## src/rtl/ts_pkg.sv

```systemverilog
// ts_sched shared definitions: FSM encoding, queue geometry, counter width.
// Also provides the strict-priority pick and one-hot helpers.
package ts_pkg;

    localparam int NUM_Q    = 4;
    localparam int QID_W    = 2;
    localparam int MD_W_DEF = 32;
    localparam int CNT_W    = 32;

    typedef enum logic [2:0] {
        S_IDLE = 3'd0,
        S_RD   = 3'd1,
        S_CAP  = 3'd2,
        S_OUT  = 3'd3,
        S_WAIT = 3'd4
    } ts_state_t;

    // Lowest set index wins: Q0 is the highest priority.
    function automatic logic [QID_W-1:0] prio_sel(
        input logic [NUM_Q-1:0] mask
    );
        logic [QID_W-1:0] r;
        r = '0;
        for (int i = NUM_Q - 1; i >= 0; i--) begin
            if (mask[i]) r = QID_W'(i);
        end
        return r;
    endfunction

    function automatic logic [NUM_Q-1:0] qid_onehot(
        input logic [QID_W-1:0] qid
    );
        logic [NUM_Q-1:0] r;
        r = '0;
        r[qid] = 1'b1;
        return r;
    endfunction

endpackage

```

## src/rtl/ts_stat.sv

```systemverilog
// Per-queue forwarded-packet counters for ts_sched.
// Counts non-discarded metadata strobes per source queue; wraps naturally.
module ts_stat
    import ts_pkg::*;
(
    input  logic                   clk,
    input  logic                   rst,
    input  logic                   md_wr,
    input  logic [QID_W-1:0]       md_qid,
    input  logic                   md_discard,
    output logic [NUM_Q*CNT_W-1:0] q_cnt
);

    logic [NUM_Q-1:0][CNT_W-1:0] cnt_q;

    always_ff @(posedge clk) begin
        if (rst) begin
            cnt_q <= '0;
        end else if (md_wr && !md_discard) begin
            cnt_q[md_qid] <= cnt_q[md_qid] + CNT_W'(1);
        end
    end

    assign q_cnt = cnt_q;

endmodule

```

## src/rtl/ts_sched.sv

```systemverilog
// Strict-priority transmit scheduler: gate control -> queue FIFO -> EBM.
// Define TS_STAT_EN to add the per-queue counter bank and out_ts_q_cnt.
module ts_sched
    import ts_pkg::*;
#(
    parameter string PLATFORM = "xilinx",
    parameter int    MD_W     = MD_W_DEF
) (
    input  logic                   clk,
    input  logic                   rst,
    input  logic [NUM_Q-1:0]       in_ts_schedule_valid,
    output logic [NUM_Q-1:0]       out_ts_q_rden,
    output logic                   out_ts_q2_rden,
    input  logic [NUM_Q*MD_W-1:0]  in_ts_q_md,
    input  logic                   in_ts_bandwidth_discard,
    output logic [MD_W-1:0]        out_ts_md,
    output logic [QID_W-1:0]       out_ts_md_qid,
    output logic                   out_ts_md_discard,
    output logic                   out_ts_md_wr,
    input  logic                   in_ts_pkt_done,
`ifdef TS_STAT_EN
    output logic [NUM_Q*CNT_W-1:0] out_ts_q_cnt,
`endif
    output logic                   out_ts_busy
);

    // Vendor hook only; the scheduler behaves identically on every target.
    if (PLATFORM == "xilinx") begin : g_plat_xilinx
    end else begin : g_plat_other
    end

    ts_state_t         state_q, state_d;
    logic [QID_W-1:0]  sel_q, sel_d;
    logic [NUM_Q-1:0]  rden_q, rden_d;
    logic [MD_W-1:0]   md_q, md_d;
    logic [QID_W-1:0]  qid_q, qid_d;
    logic              disc_q, disc_d;
    logic              wr_q, wr_d;
    logic              busy_q, busy_d;

    always_comb begin
        state_d = state_q;
        sel_d   = sel_q;
        rden_d  = '0;
        md_d    = md_q;
        qid_d   = qid_q;
        disc_d  = disc_q;
        wr_d    = 1'b0;
        unique case (state_q)
            S_IDLE: begin
                if (|in_ts_schedule_valid) begin
                    sel_d   = prio_sel(in_ts_schedule_valid);
                    rden_d  = qid_onehot(sel_d);
                    state_d = S_RD;
                end
            end
            S_RD: begin
                state_d = S_CAP;
            end
            S_CAP: begin
                md_d    = in_ts_q_md[int'(sel_q)*MD_W +: MD_W];
                qid_d   = sel_q;
                disc_d  = in_ts_bandwidth_discard
                        & (sel_q == QID_W'(2));
                wr_d    = 1'b1;
                state_d = S_OUT;
            end
            S_OUT: begin
                state_d = S_WAIT;
            end
            S_WAIT: begin
                if (in_ts_pkt_done) state_d = S_IDLE;
            end
            default: begin
                state_d = S_IDLE;
            end
        endcase
        // Busy is registered, so it tracks the state being entered.
        busy_d = (state_d != S_IDLE);
    end

    always_ff @(posedge clk) begin
        if (rst) begin
            state_q <= S_IDLE;
            sel_q   <= '0;
            rden_q  <= '0;
            md_q    <= '0;
            qid_q   <= '0;
            disc_q  <= 1'b0;
            wr_q    <= 1'b0;
            busy_q  <= 1'b0;
        end else begin
            state_q <= state_d;
            sel_q   <= sel_d;
            rden_q  <= rden_d;
            md_q    <= md_d;
            qid_q   <= qid_d;
            disc_q  <= disc_d;
            wr_q    <= wr_d;
            busy_q  <= busy_d;
        end
    end

    assign out_ts_q_rden     = rden_q;
    assign out_ts_q2_rden    = rden_q[2];
    assign out_ts_md         = md_q;
    assign out_ts_md_qid     = qid_q;
    assign out_ts_md_discard = disc_q;
    assign out_ts_md_wr      = wr_q;
    assign out_ts_busy       = busy_q;

`ifdef TS_STAT_EN
    ts_stat u_stat (
        .clk        (clk),
        .rst        (rst),
        .md_wr      (wr_q),
        .md_qid     (qid_q),
        .md_discard (disc_q),
        .q_cnt      (out_ts_q_cnt)
    );
`endif

endmodule

```

## config.mk

```make
export PLATFORM = sky130hd
export DESIGN_NAME = ts_sched
export DESIGN_NICKNAME = d
export VERILOG_FILES = /design/src/rtl/ts_pkg.sv /design/src/rtl/ts_stat.sv /design/src/rtl/ts_sched.sv
export SDC_FILE = /design/constraint.sdc
export NUM_CORES = 1
export LEC_CHECK = 0
export CORE_MARGIN = 3
export CORE_UTILIZATION = 31
export CTS_CLUSTER_DIAMETER = 100
export CTS_CLUSTER_SIZE = 30
export DETAILED_ROUTE_END_ITERATION = 10
export HOLD_SLACK_MARGIN = 0.03
export PLACE_DENSITY = 0.78
export SYNTH_ARGS = -nofsm -noshare
export SYNTH_HDL_FRONTEND = slang
export SYNTH_HIERARCHICAL = 1
export SYNTH_SLANG_ARGS = --single-unit
export TNS_END_PERCENT = 100
```

## constraint.sdc

```tcl
create_clock -name clk -period 1.7 [get_ports clk]
set_clock_uncertainty 0.2 [all_clocks]
set_input_delay 0.34 -clock clk [delete_from_list [all_inputs] [get_ports clk]]
set_output_delay 0.34 -clock clk [all_outputs]
set_load 0.05 [all_outputs]
```

==> impl_metrics.ini, run 1 <==
[outcome]
status = complete, no violations

[logic_synthesis]
synth-simple-area-share_pct = 7.26
synth_top_area_share_pct = 39.3
synth_mux_area_share_pct = 32.4
syn_nets = 305
yosysSeqAreaShare_pct = 39.3
synth_compound_area_share_pct = 14.6
synth.avg_cell_area_um2 = 13.9
synth_area_leaders = dfxtp_1 (39%), mux4_2 (26%), a22o_1 (12%), mux4_1 (5.6%), buf_4 (2.2%)
synth-seq-cells = 46
synth-adder-area-share_pct = 0
syn_area_um2 = 2340
synth_xor_xnor_area_share_pct = 0.374
yosysWarningCount = 6
synthDistinctLibCells = 33
syn-instance-count = 169
synth_top_family_by_area = multiplexers
synth_top_cell_by_area = dfxtp_1

[floorplan]
core_um2 = 7290
row_count = 31
die_y_um = 93.0
initial_utilization_pct = 32.2
die_w_um = 93.0
design.die.area_um2 = 8640
ioPinCount = 178

[timing]
hold_violations = 0
fin_crit_sh_pct = 94.6
relSlewSlack_pct = 75.1
fmax_mhz = 622
fin_crit_ns = 1.61
setup_violations = 0
grt_setup_unrepaired = false
slew_violations = 0
tightest_slew_ns = 0.371

[cts]
htreeDepth = 2
cts-hold-fix-buffers = 0
insertion_delay_ns = 0.29
cts_buffers = 5
cts.sinks = 46
clk_path_buf_depth = 2
cts_root_buffer = clkbuf_8
cts_tree = yes
clk_pin_slew_ns = 0.08

[worst_setup_path]
max_stage_delay_ns = 0.55
worst-path-buf-inv = 1
worstPathArrival_ns = 1.60
reg2reg_to = out_ts_md[11]
regToRegSetupSlack_ns = 0.09
critPathMaxFanout = 14
ff2ff_path_depth = 3
crit_start = sel_q[0]
cp_top_family = multiplexers
cp.depth = 3
cp-end-kind = flop
cp-start-kind = flop
crit_slowest_cell = mux4_1
endpoint = out_ts_md[11]
r2r-start = sel_q[0]
crit_required_ns = 1.69
crit_path_cell_trace = buf_12 -> mux4_1 -> a22o_1
critPathKind = flop to flop

[route]
drt-pass1-iter-count = 4
wl_per_cell_um = 17.8
drtAntennaViolNets = 0
drt-initial-drc-count = 37
via_count = 2258
wirelength_um = 8030
route.detailed.drc = 0
routed_via_density = 5.00

[placement]
hpwl_um = 6730
gp_congestion = 0.787
dp.cells = 445
io_buffer_count = 177

[pwr]
p_comb_share_pct = 40.5
peakVddDrop_uv = 344
switching_power_mw = 1.01
p_leak_nw = 1.80
p_per_area_nw_per_um2 = 724
intPower_mw = 2.49
fin_total_pwr_mw = 3.51
p_clk_share_pct = 23.6
seqPwrFrac_pct = 35.9
swShare_pct = 28.9

[cells_and_area]
stdcell_count = 452
antenna_cells = 0
fin_nets = 489
layout-drive-gt1-share_pct = 29.2
fillers = 564
area_delta_synth_final_pct = 107

[global_routing]
antenna_found_initial = 0
track_usage_pct = 18.3
grt_max_degree = 23
grt_first_pass_wirelength_um = 12300
grt_overflow = 0
grt_pass1_vias = 2530

[hold_path]
hold_path_class = flop to flop

[flow_run]
cap_violations = 0
worst register-to-register path, delay by kind of cell, from the launching register on:
| family | cells | cell delay, ns |
|---|---|---|
| flip-flops | 1 | 0.39 |
| buffers and inverters | 1 | 0.17 |
| AO/OA/AOI/OAI | 1 | 0.19 |
| multiplexers | 1 | 0.56 |
routing by layer:
layer	vias to the layer above	share of wire (%)	track usage (%)
met4	0	1.5	4.15
li1	1059	-	-
met1	1093	33	18.5
met3	9	9.4	7.32
met2	97	56	34.9
met5	-	0	0
cell families after synthesis:
family | after synthesis
DFF | 46
xor gates and xnor gates | 1
and+or+nand+nor | 26
muxes | 34
AOI/OAI and AO/OA | 41
buffers and inverters | 21
Yosys cell counts, drive strengths merged:
master   number
or4           1
nor4          2
o21a          2
nand3b        1
nand4b        1
a21oi         4
and2          1
dfxtp        46
mux2i         2
nor2          4
buf          18
mux4         32
o2111ai       1
o41ai         1
nor3b         2
a221oi        1
or2           1
nand2b        1
or3           1
inv           1
nor3          5
xnor2         1
a22o         32
and3          3
nor2b         2
clkbuf        2
nand2         1
stage by stage:
step                worst slack [ns]  hold WS (ns)  instance area (um2)  TNS (ns)  util [%]
global placement              -0.154         0.297                 4740     -4.19      64.9
floorplan                      0.111         0.264                 2340         0         -
finish                        0.0913         0.313                 4850         0      66.5
CTS                          0.00132         0.315                 4850         0      66.5
detailed placement            -0.206         0.300                 4740     -3.99      64.9
global route                  0.0212         0.358                 4850         0      66.5
power groups by stage:
stage               Sequential, mW  Clock, mW  Combinational, mW
finish                        1.26      0.829               1.42
global route                  1.27      0.893               1.49
CTS                           1.26      0.850               1.43
detailed placement            1.29          0               1.43
global placement              1.28          0               1.41
floorplan                     1.48          0              0.448
state kept, by name, indices dropped and copies added, names as in the netlist:
name               cells
out_ts_md_wr           1
out_ts_md_qid          2
sel_q                  2
out_ts_md             32
out_ts_q_rden          4
state_q                3
out_ts_busy            1
out_ts_md_discard      1
cells in the final DEF (no fill, tap or decap), types with 2 or more instances in the layout:
| cell type | n |
|---|---|
| mux4_2 | 28 |
| clkbuf_8 | 6 |
| a22o_1 | 32 |
| and3_1 | 3 |
| buf_12 | 47 |
| mux2i_1 | 2 |
| a21oi_1 | 4 |
| dfxtp_1 | 44 |
| o21a_1 | 2 |
| nor3_1 | 4 |
| clkdlybuf4s50_1 | 135 |
| mux4_1 | 4 |
| buf_4 | 15 |
| nor4_1 | 2 |
| nor2_1 | 3 |
| nor2b_1 | 2 |
layout make-up:
type / count / area, um2 / share of cell area, %
Timing Repair Buffer: 197 / 2400 / 49.6
Multi-Input combinational cell: 102 / 1280 / 26.3
Sequential cell: 46 / 926 / 19.1
Tap cell: 99 / 124 / 2.56
Clock buffer: 6 / 82.6 / 1.70
Clock inverter: 1 / 30.0 / 0.620
Inverter: 1 / 3.75 / 0.0774
timing repair:
action,4_1_cts,5_1_grt
buffers inserted,0,0
gates resized for setup,0,2
endpoints found under the setup margin,0,4
worst min path at each step:
stage | startpoint | end | slack, ns | cells past startpoint
floorplan | in_ts_schedule_valid[0] | out_ts_q_rden[0] | 0.26 | 1
global placement | out_ts_md_discard | out_ts_md_discard | 0.30 | 2
detailed placement | out_ts_md_discard | out_ts_md_discard | 0.30 | 2
CTS | out_ts_md_discard | out_ts_md_discard | 0.32 | 2
global route | out_ts_md_discard | out_ts_md_discard | 0.36 | 2
finish | out_ts_md_discard | out_ts_md_discard | 0.31 | 2
Power figures use the tool's default switching activity.
==> run 2: changes to the inputs <==
--- a/config.mk
+++ b/config.mk
@@ -5,13 +5,15 @@
 export SDC_FILE = /design/constraint.sdc
 export NUM_CORES = 1
 export LEC_CHECK = 0
+export ABC_AREA = 1
+export CAP_MARGIN = 20
 export CORE_MARGIN = 3
-export CORE_UTILIZATION = 31
+export CORE_UTILIZATION = 32
 export CTS_CLUSTER_DIAMETER = 100
 export CTS_CLUSTER_SIZE = 30
 export DETAILED_ROUTE_END_ITERATION = 10
 export HOLD_SLACK_MARGIN = 0.03
-export PLACE_DENSITY = 0.78
+export PLACE_DENSITY = 0.76
 export SYNTH_ARGS = -nofsm -noshare
 export SYNTH_HDL_FRONTEND = slang
 export SYNTH_HIERARCHICAL = 1
==> run 2 against run 1 <==
  * Cell count rose by 53%
  * First-iteration DRC count grew to 4.1 times the previous value
  * Combinational power rose by 110%
  * Utilization is 2.5 points lower
  * Highest routed layer unchanged
  * Die area is 8.2% higher
  * Largest cell class unchanged
==> impl_metrics.ini, run 2 <==
[outcome]
status = complete, no violations

[cts]
insertion_delay_ns = 0.28
post_cts_buffers = 0
clk_path_buf_depth = 2
clk_pin_slew_ns = 0.08
cts_resized = 0
cts.sinks = 46
htreeDepth = 2
cts_tree = yes
cts_root_buffer = clkbuf_8
cts-hold-fix-buffers = 0
cts_buffers = 5

[logic_synthesis]
synthDistinctLibCells = 21
synth_edf_count = 0
synth_top_cells_by_count = nand2_1 (142), nand3_1 (59), nor2_1 (47)
synth_top_family_by_area = simple AND/OR/NAND/NOR gates
synth-seq-cells = 46
synth-adder-area-share_pct = 0
synth_top_cell_by_area = dfxtp_1
syn_area_um2 = 2630
ys.flop_type = dfxtp_1
synth.avg_cell_area_um2 = 6.22
synthArstFlopShare_pct = 0
synth-simple-area-share_pct = 39.6
yosysSeqAreaShare_pct = 35.0
synth.most_common_cell = nand2_1
syn-instance-count = 423
synth_area_leaders = dfxtp_1 (35%), nand2_1 (20%), nand3_1 (11%), nor2_1 (6.7%), a21oi_1 (6.5%)
syn_nets = 559
synth_xor_xnor_area_share_pct = 0
synth_mux_area_share_pct = 0
synth_top_area_share_pct = 35.0
synth_compound_area_share_pct = 16.4
yosysWarningCount = 6

[pwr]
p_per_area_nw_per_um2 = 1050
switching_power_mw = 2.15
seqPwrFrac_pct = 28.6
swShare_pct = 40.9
p_comb_share_pct = 55.9
p_leak_nw = 2.13
fin_total_pwr_mw = 5.27
p_clk_share_pct = 15.5
peakVddDrop_uv = 682
intPower_mw = 3.12

[worst_setup_path]
cp-end-kind = flop
critPathMaxFanout = 40
crit_required_ns = 1.69
worstPathArrival_ns = 1.42
critPathKind = flop to flop
cp-start-kind = flop

[timing]
setup_violations = 0
finalSetupTns_ns = 0
fin_crit_ns = 1.43
fmax_mhz = 701
relSlewSlack_pct = 71.7
grt_setup_unrepaired = false
hold_violations = 0
tightest_slew_ns = 0.424
slew_violations = 0
holdWs_ns = 0.307
fin_crit_sh_pct = 84.0

[global_routing]
antenna_found_initial = 0
grt_overflow = 0
grt_first_pass_wirelength_um = 16000
grt_pass1_vias = 3292
track_usage_pct = 20.4
grt_max_degree = 41

[route]
wl_per_cell_um = 14.0
routed_via_density = 4.86
wirelength_um = 9690
drt-pass1-iter-count = 4
drt-initial-drc-count = 153
drtAntennaViolNets = 0
route.detailed.drc = 0
via_count = 3359

[cells_and_area]
final_common_cell = nand2_1
stdcell_area_um2 = 5020
most-common-layout-cells = nand2_1 (142), clkdlybuf4s50_1 (135), nand3_1 (59)
antenna_cells = 0
largest_reg_flops = 32
utilization_pct = 63.9
fin_nets = 725
area_delta_synth_final_pct = 90.6
layout-drive-gt1-share_pct = 11.9

[placement]
gp_congestion = 0.867
io_buffer_count = 177
dpl_cell_area_um2 = 4900
hpwl_um = 7510

[floorplan]
die_y_um = 96.7
core_um2 = 7850
ioPinCount = 178
design.die.area_um2 = 9350
die_w_um = 96.7
initial_utilization_pct = 33.5
row_count = 32

[flow_run]
cap_violations = 0

[hold_path]
hold_path_class = flop to flop
[run 2: area by class of cell]
| type | count | area [um2] |
|---|---|---|
| Clock buffer | 6 | 82.6 |
| Clock inverter | 1 | 30.0 |
| Fill cell | 678 | 2830 |
| Inverter | 11 | 41.3 |
| Multi-Input combinational cell | 334 | 1480 |
| Sequential cell | 46 | 922 |
| Tap cell | 102 | 128 |
| Timing Repair Buffer | 191 | 2330 |
[run 2: cell families after synthesis]
kind of cell,after synthesis
compound gates,81
simple gates,253
buf+inv,43
flops,46
[run 2: final timing paths]
check | startpoint | to | slack [ns] | cells past startpoint
max | sel_q[0] | out_ts_md[19] | 0.27 | 6
min | out_ts_md_discard | out_ts_md_discard | 0.31 | 2
max reg2reg | sel_q[0] | out_ts_md[19] | 0.27 | 6
min reg2reg | out_ts_md_discard | out_ts_md_discard | 0.31 | 2
[run 2: routing by layer]
layer	GRT usage, %	share of wire, %	wire length (um)
met2	36.0	51	4940
met1	24.3	41	3930
met4	7.34	3.0	293
met5	0	0	0
met3	4.33	5.5	531
[run 2: critical path, cell delays in order (launching register included)]
cell and delay, ns:
dfxtp_2 0.39, inv_2 0.05, buf_4 0.25, nand2_1 0.12
nand3_1 0.08, a21oi_1 0.19, nor2_1 0.05
[run 2: power groups by stage]
stage / combinational [mW] / clock [mW] / sequential (mW)
2_1_floorplan: 1.01 / 0 / 2.04
3_3_place_gp: 2.91 / 0 / 1.52
3_5_place_dp: 2.96 / 0 / 1.53
4_1_cts: 2.96 / 0.845 / 1.51
5_1_grt: 3.17 / 0.887 / 1.53
6_report: 2.94 / 0.818 / 1.51
[run 2: through the flow]
step / instances / worst slack (ns)
2_1_floorplan: 423 / 0.266
3_3_place_gp: 684 / 0.101
3_5_place_dp: 684 / 0.0350
4_1_cts: 691 / 0.0950
5_1_grt: 691 / 0.156
6_report: 691 / 0.273
